### src/rtl/iir_sequencer_pkg.sv
// Shared encodings for the IIR sequencer and its operand mux: word sizes,
// select codes, FSM states and state-register indices.
package iir_sequencer_pkg;

    localparam int N_DEF = 25;
    localparam int F_DEF = 15;

    typedef enum logic [2:0] {
        CS_CERO = 3'b000, CS_A1, CS_A2, CS_B0, CS_B1, CS_B2
    } cs_e;

    typedef enum logic [1:0] {
        CC_CERO = 2'b00, CC_FK1, CC_FK2, CC_FK
    } cc_e;

    typedef enum logic [2:0] {
        CZ_CERO = 3'b000, CZ_UK, CZ_YK, CZ_ACUM1, CZ_ACUM2, CZ_ACUM3
    } cz_e;

    typedef enum logic [2:0] {
        ST_IDLE, ST_S1, ST_S2, ST_S3, ST_S4, ST_S5, ST_UPD
    } state_e;

    typedef struct packed {
        cs_e s;
        cc_e c;
        cz_e z;
    } sel_t;

    localparam int NREGS   = 8;
    localparam int R_UK    = 0;
    localparam int R_FK    = 1;
    localparam int R_FK1   = 2;
    localparam int R_FK2   = 3;
    localparam int R_YK    = 4;
    localparam int R_ACUM1 = 5;
    localparam int R_ACUM2 = 6;
    localparam int R_ACUM3 = 7;

    // Operand selection for each MAC step; non-MAC states select zero.
    function automatic sel_t sel_of(input state_e st);
        sel_t r;
        r = '{s: CS_CERO, c: CC_CERO, z: CZ_CERO};
        case (st)
            ST_S1:   r = '{s: CS_A1, c: CC_FK1, z: CZ_UK};
            ST_S2:   r = '{s: CS_A2, c: CC_FK2, z: CZ_ACUM1};
            ST_S3:   r = '{s: CS_B0, c: CC_FK,  z: CZ_CERO};
            ST_S4:   r = '{s: CS_B1, c: CC_FK1, z: CZ_ACUM3};
            ST_S5:   r = '{s: CS_B2, c: CC_FK2, z: CZ_ACUM1};
            default: r = '{s: CS_CERO, c: CC_CERO, z: CZ_CERO};
        endcase
        return r;
    endfunction

endpackage

### src/rtl/iir_sequencer_if.sv
// Sample handshake, MAC select lines and registered operands between the
// sequencer (slave) and the surrounding datapath/ADC/DAC side (master).
interface iir_sequencer_if #(parameter int N = 25);
    logic         sample_tick;
    logic [N-1:0] uk_in;
    logic [N-1:0] mac_result;
    logic [2:0]   controlS;
    logic [1:0]   controlC;
    logic [2:0]   controlZ;
    logic [N-1:0] Uk, fk, fk1, fk2, yk, acum1, acum2, acum3;
    logic         busy;
    logic         y_valid;
    logic         overrun;

    modport master (
        output sample_tick, uk_in, mac_result,
        input  controlS, controlC, controlZ,
        input  Uk, fk, fk1, fk2, yk, acum1, acum2, acum3,
        input  busy, y_valid, overrun
    );

    modport slave (
        input  sample_tick, uk_in, mac_result,
        output controlS, controlC, controlZ,
        output Uk, fk, fk1, fk2, yk, acum1, acum2, acum3,
        output busy, y_valid, overrun
    );
endinterface

### src/rtl/iir_sequencer_state_regs.sv
// The eight operand registers fed back to the MAC mux. A write mask picks the
// destinations of wr_data; shift advances the delay line (fk -> fk1 -> fk2).
module iir_state_regs
    import iir_sequencer_pkg::*;
#(
    parameter int N = N_DEF
) (
    input  logic                       clk,
    input  logic                       reset,
    input  logic [NREGS-1:0]           wr_en,
    input  logic [N-1:0]               wr_data,
    input  logic                       shift,
    output logic [NREGS-1:0][N-1:0]    q
);

    always_ff @(posedge clk) begin
        if (reset) begin
            q <= '0;
        end else begin
            for (int i = 0; i < NREGS; i++) begin
                if (wr_en[i]) q[i] <= wr_data;
            end
            if (shift) begin
                q[R_FK2] <= q[R_FK1];
                q[R_FK1] <= q[R_FK];
            end
        end
    end

endmodule

### src/rtl/iir_sequencer.sv
// Second-order IIR control: walks one sample through five MAC steps, drives
// the operand selects and captures each MAC result into the state registers.
module iir_sequencer
    import iir_sequencer_pkg::*;
#(
    parameter int N = N_DEF,
    parameter int F = F_DEF
) (
    input  logic              clk,
    input  logic              reset,
    iir_sequencer_if.slave    io
);

    if (F <= 0 || F >= N) begin : g_bad_f
        $error("iir_sequencer: F must lie in 1..N-1");
    end

    state_e                    state, state_nxt;
    sel_t                      sel_q;
    logic                      ovr_q;
    logic [NREGS-1:0]          wr_en;
    logic [N-1:0]              wr_data;
    logic                      shift;
    logic [NREGS-1:0][N-1:0]   q;

    always_ff @(posedge clk) begin
        if (reset) state <= ST_IDLE;
        else       state <= state_nxt;
    end

    always_comb begin
        state_nxt = state;
        wr_en     = '0;
        wr_data   = io.mac_result;
        shift     = 1'b0;
        case (state)
            ST_IDLE: if (io.sample_tick) begin
                state_nxt   = ST_S1;
                wr_en[R_UK] = 1'b1;
                wr_data     = io.uk_in;
            end
            ST_S1: begin
                state_nxt      = ST_S2;
                wr_en[R_ACUM1] = 1'b1;
            end
            // The new delay-line head equals the second partial sum.
            ST_S2: begin
                state_nxt      = ST_S3;
                wr_en[R_ACUM2] = 1'b1;
                wr_en[R_FK]    = 1'b1;
            end
            ST_S3: begin
                state_nxt      = ST_S4;
                wr_en[R_ACUM3] = 1'b1;
            end
            ST_S4: begin
                state_nxt      = ST_S5;
                wr_en[R_ACUM1] = 1'b1;
            end
            ST_S5: begin
                state_nxt   = ST_UPD;
                wr_en[R_YK] = 1'b1;
            end
            ST_UPD: begin
                state_nxt = ST_IDLE;
                shift     = 1'b1;
            end
            default: state_nxt = ST_IDLE;
        endcase
    end

    // Selects come from the next state so they are glitch-free for a whole step.
    always_ff @(posedge clk) begin
        if (reset) sel_q <= '0;
        else       sel_q <= sel_of(state_nxt);
    end

    always_ff @(posedge clk) begin
        if (reset)                                   ovr_q <= 1'b0;
        else if (io.sample_tick && state != ST_IDLE) ovr_q <= 1'b1;
    end

    iir_state_regs #(.N(N)) u_regs (
        .clk     (clk),
        .reset   (reset),
        .wr_en   (wr_en),
        .wr_data (wr_data),
        .shift   (shift),
        .q       (q)
    );

    assign io.controlS = sel_q.s;
    assign io.controlC = sel_q.c;
    assign io.controlZ = sel_q.z;
    assign io.Uk       = q[R_UK];
    assign io.fk       = q[R_FK];
    assign io.fk1      = q[R_FK1];
    assign io.fk2      = q[R_FK2];
    assign io.yk       = q[R_YK];
    assign io.acum1    = q[R_ACUM1];
    assign io.acum2    = q[R_ACUM2];
    assign io.acum3    = q[R_ACUM3];
    assign io.busy     = (state != ST_IDLE);
    assign io.y_valid  = (state == ST_UPD);
    assign io.overrun  = ovr_q;

endmodule

### src/flat_wrapper.sv
// flat-port wrapper written by rule: the top's interface ports become plain ports
module iir_sequencer_flat import iir_sequencer_pkg::*;
#(
    parameter int N = N_DEF,
    parameter int F = F_DEF
)
  (clk, reset, io_sample_tick, io_uk_in, io_mac_result, io_controlS, io_controlC, io_controlZ, io_Uk, io_fk, io_fk1, io_fk2, io_yk, io_acum1, io_acum2, io_acum3, io_busy, io_y_valid, io_overrun);
  iir_sequencer_if #(.N(N)) io_i ();
  input  logic clk;
  input  logic reset;
  input wire logic [$bits(io_i.sample_tick)-1:0] io_sample_tick;
  input wire logic [$bits(io_i.uk_in)-1:0] io_uk_in;
  input wire logic [$bits(io_i.mac_result)-1:0] io_mac_result;
  output wire logic [$bits(io_i.controlS)-1:0] io_controlS;
  output wire logic [$bits(io_i.controlC)-1:0] io_controlC;
  output wire logic [$bits(io_i.controlZ)-1:0] io_controlZ;
  output wire logic [$bits(io_i.Uk)-1:0] io_Uk;
  output wire logic [$bits(io_i.fk)-1:0] io_fk;
  output wire logic [$bits(io_i.fk1)-1:0] io_fk1;
  output wire logic [$bits(io_i.fk2)-1:0] io_fk2;
  output wire logic [$bits(io_i.yk)-1:0] io_yk;
  output wire logic [$bits(io_i.acum1)-1:0] io_acum1;
  output wire logic [$bits(io_i.acum2)-1:0] io_acum2;
  output wire logic [$bits(io_i.acum3)-1:0] io_acum3;
  output wire logic [$bits(io_i.busy)-1:0] io_busy;
  output wire logic [$bits(io_i.y_valid)-1:0] io_y_valid;
  output wire logic [$bits(io_i.overrun)-1:0] io_overrun;
  assign io_i.sample_tick = io_sample_tick;
  assign io_i.uk_in = io_uk_in;
  assign io_i.mac_result = io_mac_result;
  assign io_controlS = io_i.controlS;
  assign io_controlC = io_i.controlC;
  assign io_controlZ = io_i.controlZ;
  assign io_Uk = io_i.Uk;
  assign io_fk = io_i.fk;
  assign io_fk1 = io_i.fk1;
  assign io_fk2 = io_i.fk2;
  assign io_yk = io_i.yk;
  assign io_acum1 = io_i.acum1;
  assign io_acum2 = io_i.acum2;
  assign io_acum3 = io_i.acum3;
  assign io_busy = io_i.busy;
  assign io_y_valid = io_i.y_valid;
  assign io_overrun = io_i.overrun;
  iir_sequencer #(.N(N), .F(F)) u_core (.clk(clk), .reset(reset), .io(io_i));
endmodule
### config.mk
export PLATFORM = sky130hd
export DESIGN_NAME = iir_sequencer_flat
export DESIGN_NICKNAME = d
export VERILOG_FILES = /design/src/rtl/iir_sequencer_pkg.sv /design/src/rtl/iir_sequencer_if.sv /design/src/rtl/iir_sequencer_state_regs.sv /design/src/rtl/iir_sequencer.sv /design/src/flat_wrapper.sv
export SDC_FILE = /design/constraint.sdc
export NUM_CORES = 1
export LEC_CHECK = 0
export ABC_AREA = 1
export CAP_MARGIN = 5
export CORE_MARGIN = 2
export CORE_UTILIZATION = 35
export DETAILED_ROUTE_END_ITERATION = 10
export SYNTH_ARGS = -nofsm -noshare
export SYNTH_HDL_FRONTEND = slang
export SYNTH_SLANG_ARGS = --single-unit
### constraint.sdc
create_clock -name clk -period 1.7 [get_ports clk]
set_input_delay 0.34 -clock clk [delete_from_list [all_inputs] [get_ports clk]]
set_output_delay 0.34 -clock clk [all_outputs]
set_load 0.02 [all_outputs]
Word-level counts from Yosys, hierarchy flattened

Index checks and enable logic that the tools add are counted.
W data, S select, Z words.

Bits in registers: 187
Input bits: 53
Output and inout bits: 211
Logic and storage cells: 39

Equal/unequal tests: 11
Mux-type cells: 12
Reductions and logical operators: 4

Operators by type and width:

| kind                 | count |
|---|---|
| $mux W25             | 2 |
| $pmux W8 S5          | 1 |
| $pmux W3 S6          | 1 |
| $eq A3 B3 Y1 const B | 5 |
| $eq A3 B2 Y1 const B | 4 |
| $mux W1              | 7 |
| $eq A3 B1 Y1 const B | 2 |
| $logic_not A3 Y1     | 1 |
| $mux W3              | 1 |
| $reduce_bool A3 Y1   | 1 |
| $reduce_or A2 Y1     | 1 |
| $logic_and A1 B1 Y1  | 1 |

Depth between registers and ports, before layout

Gate-level depths: netlist of the first run.

Depth after elaboration: 4
Depth in mapped cells: 9
Gate-level depth less buffers: 7

Modules after synthesis

From an unflattened synthesis of the first run, not the netlist that was laid out.

Cell total of the unflattened synthesis: 1186
Area, all modules: 8419.3 µm²

By module, submodules not included:

| module         | instances | cells each | area an instance (µm²) | seq. area each (µm²) |
|---|---|---|---|---|
| iir_state_regs | 1         | 1052       | 7663.6                 | 4003.8 |
| iir_sequencer  | 1         | 134        | 755.7                  | 240.2 |

Least setup slack after synthesis of the first run

Ideal clock, no wire load.

Path kind: flip-flop to output port
Start: register u_core.state[1]
End: output io_y_valid
Arrival time: 1.139 ns
Required time: 1.360 ns
Setup slack: 0.221 ns
Cell stages (with the launch flop): 6
Buffers on the path: 3
Path through: dfxtp_1 -> buf_4 -> nand2_1 -> nor2_2 -> buf_4 -> buf_2

Cells in the longest elaborated chain, start to end: 1

Ends and longest elaborated chain:

| element                  | RTL line             | source |
|---|---|---|
| start: declaration       | iir_sequencer.sv:18  | `state_e state, state_nxt;` |
| start signal: assignment | iir_sequencer.sv:28  | `else state <= state_nxt;` |
| $eq A3 B3 Y1             | iir_sequencer.sv:104 | `assign io.y_valid = (state == ST_UPD);` |
| end: declaration         | flat_wrapper.sv:26   | `output wire logic [$bits(io_i.y_valid)-1:0] io_y_valid;` |

No other way between the ends.

Worst setup path after layout of the first run

Start: register u_core.state[0]
End: output io_busy

Cells in the longest elaborated chain, start to end: 1

Ends and longest elaborated chain:

| element            | RTL line             | source |
|---|---|---|
| $reduce_bool A3 Y1 | iir_sequencer.sv:103 | `assign io.busy = (state != ST_IDLE);` |
| end: declaration   | flat_wrapper.sv:25   | `output wire logic [$bits(io_i.busy)-1:0] io_busy;` |

No other way between the ends.

==> results of run 1 <==
[metal layers]
metal,vias to the layer above,global-route usage (%)
li1,3836,-
met4,0,6.68
met5,-,0
met2,246,32.7
met3,26,6.89
met1,3491,29.3
[sequential cells by signal, summed over array words and instances (netlist names)]
| signal | count |
|---|---|
| u_core.u_regs.q | 175 |
| u_core.io.controlC | 2 |
| u_core.io.controlS | 3 |
| u_core.io.controlZ | 3 |
| u_core.state | 3 |
| u_core.io.overrun | 1 |
[report_power, final]
part	internal (mW)	switching [mW]	total, mW	leakage (nW)
registers	4.71	0.188	4.90	1.52
logic	1.12	1.88	3.00	3.89
clock network	2.11	1.93	4.05	0.287
total	7.94	4.00	11.9	5.70
[critical path: cells and delay by family, from the launching register on]
family                 cells  cell delay (ns)
buffers and inverters      1             0.31
and+or+nand+nor            2             0.19
DFF                        1             0.36
[worst max path at each step]
| stage | startpoint | endpoint | slack (ns) | depth (start not counted) |
|---|---|---|---|---|
| global route | u_core.state[0]$_SDFF_PP0_ | io_busy | 0.01 | 3 |
| CTS | u_core.state[2]$_SDFF_PP0_ | io_busy | 0.003 | 3 |
| finish | u_core.state[0]$_SDFF_PP0_ | io_busy | 0.06 | 3 |
| detailed placement | io_sample_tick | u_core.u_regs.q[138]$_SDFFE_PP0P_ | -0.02 | 10 |
| floorplan | u_core.state[1]$_SDFF_PP0_ | io_y_valid | 0.22 | 5 |
| global placement | io_sample_tick | u_core.u_regs.q[138]$_SDFFE_PP0P_ | -0.02 | 10 |
[placed cells by master (no fill, tap or decap), types with 4 or more instances in the layout]
| master | instances |
|---|---|
| inv_8 | 6 |
| nor2_4 | 4 |
| nor2_1 | 133 |
| nor3b_1 | 25 |
| dlygate4sd2_1 | 209 |
| dfxtp_1 | 185 |
| o21ai_0 | 48 |
| buf_4 | 31 |
| inv_1 | 52 |
| inv_2 | 7 |
| a21oi_1 | 82 |
| nand2_1 | 287 |
| clkbuf_16 | 17 |
| clkdlybuf4s50_1 | 51 |
| and3_1 | 25 |
| buf_12 | 10 |
| nand3b_1 | 25 |
| nand3_1 | 25 |
| nand4_1 | 50 |
[cells by family (layout without fill, tap and decap cells)]
logic type      count (synthesis)  in the layout
simple gates                  579            579
flops                         187            187
buf+inv                       164            396
compound gates                133            133
[through the flow]
step | TNS, ns | total power, mW | hold WS [ns]
6_report | 0 | 11.9 | 0.434
3_5_place_dp | -0.0313 | 8.29 | 0.451
3_3_place_gp | -0.0260 | 8.27 | 0.448
2_1_floorplan | 0 | 6.87 | 0.487
4_1_cts | 0 | 12.1 | 0.403
5_1_grt | 0 | 12.6 | 0.431
[layout make-up]
cell class	count	area share (%)
inverter	60	2.04
clock buffer	17	3.86
timing repair buffer	304	25.4
multi-input combinational	712	29.9
clock inverter	15	1.62
tap	280	3.18
sequential	187	34.0
==> results.ini, run 1 <==
[setup_path]
arrival_ns = 1.30
cp-start-kind = flop
reg2regPathDepth = 4
r2r_slack_ns = 0.21
r2r-start = u_core.state[0]$_SDFF_PP0_
path_class = reg -> out
crit_fanout = 5
slowest_delay_ns = 0.36
cp-end-kind = output pin
worstPathCellList = nor2_2 > nand2_2 > clkdlybuf4s15_1
rr_endpoint = u_core.state[0]$_SDFF_PP0_
required_ns = 1.36
crit_slowest_cell = dfxtp_2

[place]
pre_cts_ws_ns = -0.0207
place.port_buffers = 263
dpl.hpwl_mm = 18.5
placedInstanceArea_mm2 = 0.0107
gp_congestion = 0.799
place_inst = 1543

[drt]
first_pass_iters = 5
route.detailed.drc = 0
postRouteAntennaNets = 0
viasPerCell = 4.82
wl_per_cell_um = 16.4
drt-met1-wl_mm = 11.9
met2_wirelength_mm = 11.3
wl_met3_mm = 2.02
via_count = 7599
routed.top_layer = met4
wirelength_mm = 25.8
drt-initial-drc-count = 470

[cts]
post_cts_buffers = 0
postCtsResizedCells = 216
cts-buffers-inserted = 17
numClockSinks = 187
clockRootBuffer = clkbuf_16
htree_levels = 4
path_clk_slew_ns = 0.07
cts_tree = yes
cts.path.max_buffers = 2
clk_latency_ns = 0.43
hold_buffers = 0

[yosys]
yosys_warnings = 0
synthesis.area_mm2 = 0.00781
synth.yosys.seq_area_share_pct = 47.9
yosys.area.top_type = dfxtp_1
synth_ff_type = dfxtp_1
synth_fa_ha_area_share_pct = 0
synthSimpleGateAreaFrac_pct = 33.6
syn_inst = 1063
synthMuxAreaShare_pct = 0
ys_ff_latch = 187
synth_cell_types = 23
syn_avg_cell_area_um2 = 7.35
synth_edf_count = 0
synthArstFlopShare_pct = 0
synth_compound_gate_area_share_pct = 8.52
synth_top_family_by_area = simple AND/OR/NAND/NOR gates
synth.most_common_cell = nand2_1
synth_top_area_share_pct = 47.9
synth-xor-area-share_pct = 0
synthesis.nets = 1116
synth_commonest_cells = 287 x nand2_1, 187 x dfxtp_1, 133 x nor2_1
ys_top_cells_by_area = dfxtp_1 48%, nand2_1 14%, nor2_1 6.4%

[finish]
synthToLayoutAreaGrowth_pct = 41.1
nets = 1335
fill_cells = 2280
register_area_mm2 = 0.00375
multi_input_comb_area_mm2 = 0.00330
instances_no_fill = 1575
diodes = 0
finalInstanceArea_mm2 = 0.0110
fin_util_pct = 50.4
drive_above_1_share_pct = 7.18

[floorplan]
ios = 264
fp-row-count = 54
core_area_mm2 = 0.0219
die_y_um = 153
die_w_um = 153
die_area_mm2 = 0.0235
start_util_pct = 35.7

[timing]
tightestPinTransition_ns = 0.429
final-setup-viol-count = 0
clock_skew_ns = 0.00784
fin_crit_sh_pct = 96.2
fin_crit_ns = 1.64
timing.final.ws_setup_ns = 0.0646
max-slew-margin-rel_pct = 71.4
max_freq_ghz = 0.611
final-hold-violation-count = 0
rsz0062_at_grt = no
report.final.slew_viol_count = 0

[power_and_ir_drop]
power-per-cell-area_mw_per_mm2 = 1080
ir_worst_vdd_mv = 0.682
leakagePower_nw = 5.70

[run_status]
status = finished, final reports clean

[global_routing]
grt-ovfl-total = 0
grt_usage_pct = 21.6
grt_pass1_vias = 7105
grt_pass1_wl_mm = 40.5
grt_max_degree = 87
grt_antenna_before_repair = 0

[min_path]
min_from = reset
min_to = u_core.u_regs.q[98]$_SDFFE_PP0P_
hold_depth = 5
min_path_type = in -> reg

[job]
cap_violations = 0

Note: power is estimated with default switching activity, not from simulation.
==> inputs of run 2 (changes only) <==
SYNTH_HIERARCHICAL = 1   (was default)
==> run 2 against run 1 <==
Compared with the run above: sequential power rose by 18%; area after synthesis rose by 7.7%; clock skew rose by 0.0065 ns; critical path type unchanged; largest power group unchanged; highest routed layer unchanged.
==> results.ini, run 2 <==
[run_status]
status = finished, final reports clean

[cts]
path_clk_slew_ns = 0.05
clk_latency_ns = 0.52
cts.path.max_buffers = 3
cts_tree = yes
numClockSinks = 212
cts-buffers-inserted = 24
clockRootBuffer = clkbuf_16
htree_levels = 1

[setup_path]
cp-end-kind = output pin
required_ns = 1.36
r2r_slack_ns = 0.12
path_class = reg -> out
r2r-start = u_core/state[1]$_SDFF_PP0_
crit_fanout = 4
cp-endpoint = io_busy
arrival_ns = 1.35
rr_endpoint = u_core/u_regs/q[128]$_SDFFE_PP0P_
cp-start-kind = flop
reg2regPathDepth = 8
startpoint = u_core/state[1]$_SDFF_PP0_

[timing]
max_freq_ghz = 0.592
fin_crit_ns = 1.69
final-setup-viol-count = 0
final-hold-violation-count = 0
max-slew-margin-rel_pct = 45.1
report.final.slew_viol_count = 0
fin_tns_setup_ns = 0
tightestPinTransition_ns = 0.823
clock_skew_ns = 0.0143
rsz0062_at_grt = yes
fin_crit_sh_pct = 99.3

[yosys]
synth_ff_type = dfxtp_1
yosys.area.top_type = dfxtp_1
synthArstFlopShare_pct = 0
synth_cell_types = 21
synth.yosys.seq_area_share_pct = 50.4
ys_ff_latch = 212
synth_commonest_cells = 309 x nor2_1, 236 x nand2_1, 212 x dfxtp_1
synth_edf_count = 0
synth_top_area_share_pct = 50.4
synthesis.area_mm2 = 0.00842
syn_inst = 1186
syn_avg_cell_area_um2 = 7.10
synth.most_common_cell = nor2_1
ys_top_cells_by_area = dfxtp_1 50%, nor2_1 14%, nand2_1 11%
yosys_warnings = 6

[global_routing]
met2_usage_pct = 37.9
grt_usage_pct = 23.3
grt_busiest_layer = met2
grt_pass1_vias = 8304
grt_pass1_wl_mm = 47.5
grt-ovfl-total = 0
gr-usage-met1_pct = 31.1
grt_max_degree = 51
grt_antenna_before_repair = 0
use_met3_pct = 5.21

[finish]
fill_cells = 2445
largest_register_ffs = 200
largest-register = u_core/u_regs/q
finalInstanceArea_mm2 = 0.0123
diodes = 0
multi_input_comb_area_mm2 = 0.00347
register_area_mm2 = 0.00425
synthToLayoutAreaGrowth_pct = 46.6
nets = 1517
final_common_cell = nor2_1
layout_common_cells = 308 x nor2_1, 227 x nand2_1, 209 x dlygate4sd2_1, 209 x dfxtp_1, 150 x o21ai_0
drive_above_1_share_pct = 10.1

[drt]
wl_per_cell_um = 16.8
via_count = 8516
first_pass_iters = 5
route.detailed.drc = 0
postRouteAntennaNets = 0
drt-initial-drc-count = 589
wirelength_mm = 30.3
viasPerCell = 4.73

[power_and_ir_drop]
ir_worst_vdd_mv = 0.904
power-per-cell-area_mw_per_mm2 = 1160
leakagePower_nw = 6.69

[floorplan]
die_w_um = 159
fp-row-count = 56
start_util_pct = 35.8
die_y_um = 159
ios = 264
core_area_mm2 = 0.0235
die_area_mm2 = 0.0253

[place]
gp_congestion = 0.869
placedInstanceArea_mm2 = 0.0118
dpl.hpwl_mm = 21.3
place.port_buffers = 263

[job]
cap_violations = 0

[min_path]
min_path_type = reg -> reg

-- run 2: cell types whose count changed in the layout (fill, tap and decap cells not counted), sizes merged, moves of 25 or more --
cell / previous run / this run
nor3b: 25 / 0
o21ai: 51 / 150
nand2: 290 / 236
nand3b: 25 / 0
and3: 25 / 0
nand3: 26 / 103
nand4: 50 / 0
a21oi: 82 / 7
dfxtp: 187 / 212
buf: 43 / 87
nor2: 138 / 312
-- run 2: cells by family after synthesis --
logic type | after synthesis | synth area share [%]
compound gates | 158 | 9.42
buf+inv | 163 | 8.89
flops | 212 | 50.4
other cells | 1 | 0.0445
simple gates | 652 | 31.2
-- run 2: area by class of cell --
class | instances | area share [%]
clock buffers | 38 | 5.70
flip-flops and latches | 212 | 34.4
inverters | 66 | 2.11
well taps | 319 | 3.23
clock inverters | 4 | 0.253
repair buffers | 348 | 26.2
multi-input cells | 812 | 28.1
-- run 2: worst min path at each step --
stage	from	endpoint	slack (ns)	cells past startpoint
after floorplan	reset	u_core/io.controlS[2]$_SDFF_PP0_	0.41	1
after global placement	u_core/io.overrun$_SDFFE_PP0P_	u_core/io.overrun$_SDFFE_PP0P_	0.46	2
after CTS	u_core/io.overrun$_SDFFE_PP0P_	u_core/io.overrun$_SDFFE_PP0P_	0.48	2
after global routing	u_core/u_regs/q[150]$_SDFFE_PP0P_	u_core/u_regs/q[150]$_SDFFE_PP0P_	0.52	2
final	u_core/io.overrun$_SDFFE_PP0P_	u_core/io.overrun$_SDFFE_PP0P_	0.48	2
after detailed placement	u_core/io.overrun$_SDFFE_PP0P_	u_core/io.overrun$_SDFFE_PP0P_	0.47	2
-- run 2: layer usage --
| metal | part of all wire [%] | up-vias | wire [µm] |
|---|---|---|---|
| li1 | - | 4267 | - |
| met1 | 46 | 3911 | 13900 |
| met2 | 45 | 291 | 13600 |
| met3 | 6.8 | 47 | 2060 |
| met4 | 2.7 | 0 | 804 |
| met5 | 0 | - | 0 |
-- run 2: critical path, cell delays in order (launching register included) --
cell,delay [ns]
dfxtp_2,0.33
buf_6,0.12
nor2_4,0.16
nand2_2,0.09
buf_6,0.13
-- run 2: what timing repair did --
action,CTS,global route
pin swaps,2,3
hold buffers,0,0
setup endpoints to repair,211,82
buffers inserted,2,2
gates resized for setup,224,17
-- run 2: where the power goes --
group | leakage (nW) | switching [mW] | internal (mW)
Clock | 0.361 | 2.06 | 2.83
Combinational | 4.59 | 2.23 | 1.41
Sequential | 1.74 | 0.319 | 5.48
-- run 2: stage by stage --
| stage | cells | power, mW | utilization [%] | setup WS [ns] | hold slack [ns] |
|---|---|---|---|---|---|
| 2_1_floorplan | 1187 | 7.75 | - | 0.113 | 0.409 |
| 3_3_place_gp | 1754 | 9.82 | 50.1 | -0.190 | 0.461 |
| 3_5_place_dp | 1754 | 9.84 | 50.1 | -0.191 | 0.471 |
| 4_1_cts | 1798 | 14.4 | 52.2 | 0.0107 | 0.484 |
| 5_1_grt | 1799 | 15.0 | 52.4 | -0.0532 | 0.520 |
| 6_report | 1799 | 14.3 | 52.4 | 0.0119 | 0.481 |
==> inputs of run 3 (changes only) <==
SETUP_SLACK_MARGIN = 0.1   (was default)
==> run 3 against run 2 <==
Compared with the run above: sequential power about the same; die area unchanged; clock skew is 0.00085 ns lower; final area increased by 13%; cell count rose by 0.78%; clock-buffer cell count is the same; critical path depth decreased by 1; total power grew 7.8%.
==> results.ini, run 3 (synthesized netlist as in run 2, its figures left out) <==
[power_and_ir_drop]
p_total_mw = 15.4
ir_worst_vdd_mv = 0.905
leakagePower_nw = 6.68
power-per-cell-area_mw_per_mm2 = 1110

[floorplan]
fp-row-count = 56
start_util_pct = 35.8
die_area_mm2 = 0.0253
die_y_um = 159
core_area_mm2 = 0.0235
die_w_um = 159
ios = 264

[finish]
drive_above_1_share_pct = 24.8
largest-register = u_core/u_regs/q
layout_common_cells = 209 x dfxtp_1, 188 x nor2_1, 162 x nand2_1
fill_cells = 2210
synthToLayoutAreaGrowth_pct = 65.8
fin_util_pct = 59.3
largest_register_ffs = 200
nets = 1531
diodes = 0
final_common_cell = dfxtp_1

[timing]
report.final.slew_viol_count = 0
final-setup-viol-count = 0
max_freq_ghz = 0.594
fin_crit_ns = 1.68
rsz0062_at_grt = yes
tightestPinTransition_ns = 0.824
max-slew-margin-rel_pct = 45.0
final-hold-violation-count = 0
fin_crit_sh_pct = 99.0
clock_skew_ns = 0.0135

[setup_path]
r2r-start = u_core/state[1]$_SDFF_PP0_
cp-start-kind = flop
worstPathCellList = inv_1 > nor3_4 > buf_6
arrival_ns = 1.34
path_class = reg -> out
crit_fanout = 3
reg2regPathDepth = 10
required_ns = 1.36
crit_slowest_cell = dfxtp_2
rr_endpoint = u_core/u_regs/q[1]$_SDFFE_PP0P_
cp-end-kind = output pin
path_buf_inv = 2
cp_top_family = flip-flops
r2r_slack_ns = 0.06
slowest_delay_ns = 0.34
startpoint = u_core/state[1]$_SDFF_PP0_

[drt]
wl_per_cell_um = 17.8
route.detailed.drc = 0
drt-initial-drc-count = 607
first_pass_iters = 7
viasPerCell = 4.84
via_count = 8782
postRouteAntennaNets = 0
wirelength_mm = 32.3

[min_path]
min_path_type = reg -> reg
min_to = u_core/u_regs/q[17]$_SDFFE_PP0P_
min_from = u_core/u_regs/q[17]$_SDFFE_PP0P_
hold_depth = 2

[cts]
path_clk_slew_ns = 0.06
htree_levels = 1
cts_tree = yes
cts-buffers-inserted = 24
numClockSinks = 212
hold_buffers = 0
cts.path.max_buffers = 3
clockRootBuffer = clkbuf_16
clk_latency_ns = 0.52

[global_routing]
grt_usage_pct = 23.3
grt_antenna_before_repair = 0
grt-ovfl-total = 0
grt_pass1_vias = 8327
grt_pass1_wl_mm = 47.6
grt_max_degree = 51

[job]
cap_violations = 0

[place]
gp_congestion = 0.869
place.port_buffers = 263
dpl.hpwl_mm = 21.3

[run_status]
status = finished, final reports clean

==> run 3: cell type report <==
cell class	instances	area, µm²	share of cell area [%]
Multi-Input combinational cell	814	4670	33.4
Inverter	66	293	2.10
Clock buffer	38	703	5.04
Clock inverter	4	31.3	0.224
Tap cell	319	399	2.86
Timing Repair Buffer	360	3610	25.9
Sequential cell	212	4250	30.5
==> run 3: worst max-delay path by stage <==
stage	end	slack (ns)	depth (start not counted)
after global placement	u_core/u_regs/q[24]$_SDFFE_PP0P_	-0.19	7
after floorplan	u_core/u_regs/q[89]$_SDFFE_PP0P_	0.11	9
final	io_y_valid	0.02	3
after detailed placement	u_core/u_regs/q[147]$_SDFFE_PP0P_	-0.19	8
after CTS	io_y_valid	0.04	3
after global routing	io_y_valid	-0.03	3
==> run 3: routing by layer <==
metal / vias up / track usage [%] / share of wire [%]
met5: - / 0 / 0
met4: 0 / 6.65 / 2.8
met3: 50 / 5.21 / 6.8
met2: 300 / 37.8 / 46
met1: 4121 / 31.1 / 44
li1: 4311 / - / -
==> run 3: stage by stage <==
stage / area [µm²] / cells / worst slack, ns / setup TNS, ns / hold WS (ns)
after floorplan: 8430 / 1187 / 0.113 / 0 / 0.409
after global placement: 11800 / 1754 / -0.190 / -10.68 / 0.461
after detailed placement: 11800 / 1754 / -0.191 / -14.21 / 0.471
after CTS: 12400 / 1799 / 0.0368 / 0 / 0.484
after global routing: 14000 / 1813 / -0.0327 / -0.0624 / 0.526
final: 14000 / 1813 / 0.0178 / 0 / 0.478
==> run 3: worst reg2reg max path, delay by kind of cell (launching register included) <==
kind / cells / cell delay [ns]
buffers and inverters: 4 / 0.62
AND/OR/NAND/NOR: 6 / 0.62
flip-flops: 1 / 0.33
==> run 3: what timing repair did <==
item / in CTS / in global routing
setup endpoints to repair: 282 / 196
setup buffers: 3 / 7
resized for setup: 261 / 455
gates cloned: 0 / 7
pin swaps: 3 / 190
==> run 3: power breakdown <==
group          total (mW)  internal [mW]  switching [mW]  leakage [nW]
logic                4.73           1.89            2.84          4.58
registers            5.81           5.48           0.327          1.74
clock network        4.90           2.83            2.08         0.361
total                15.4           10.2            5.24          6.68
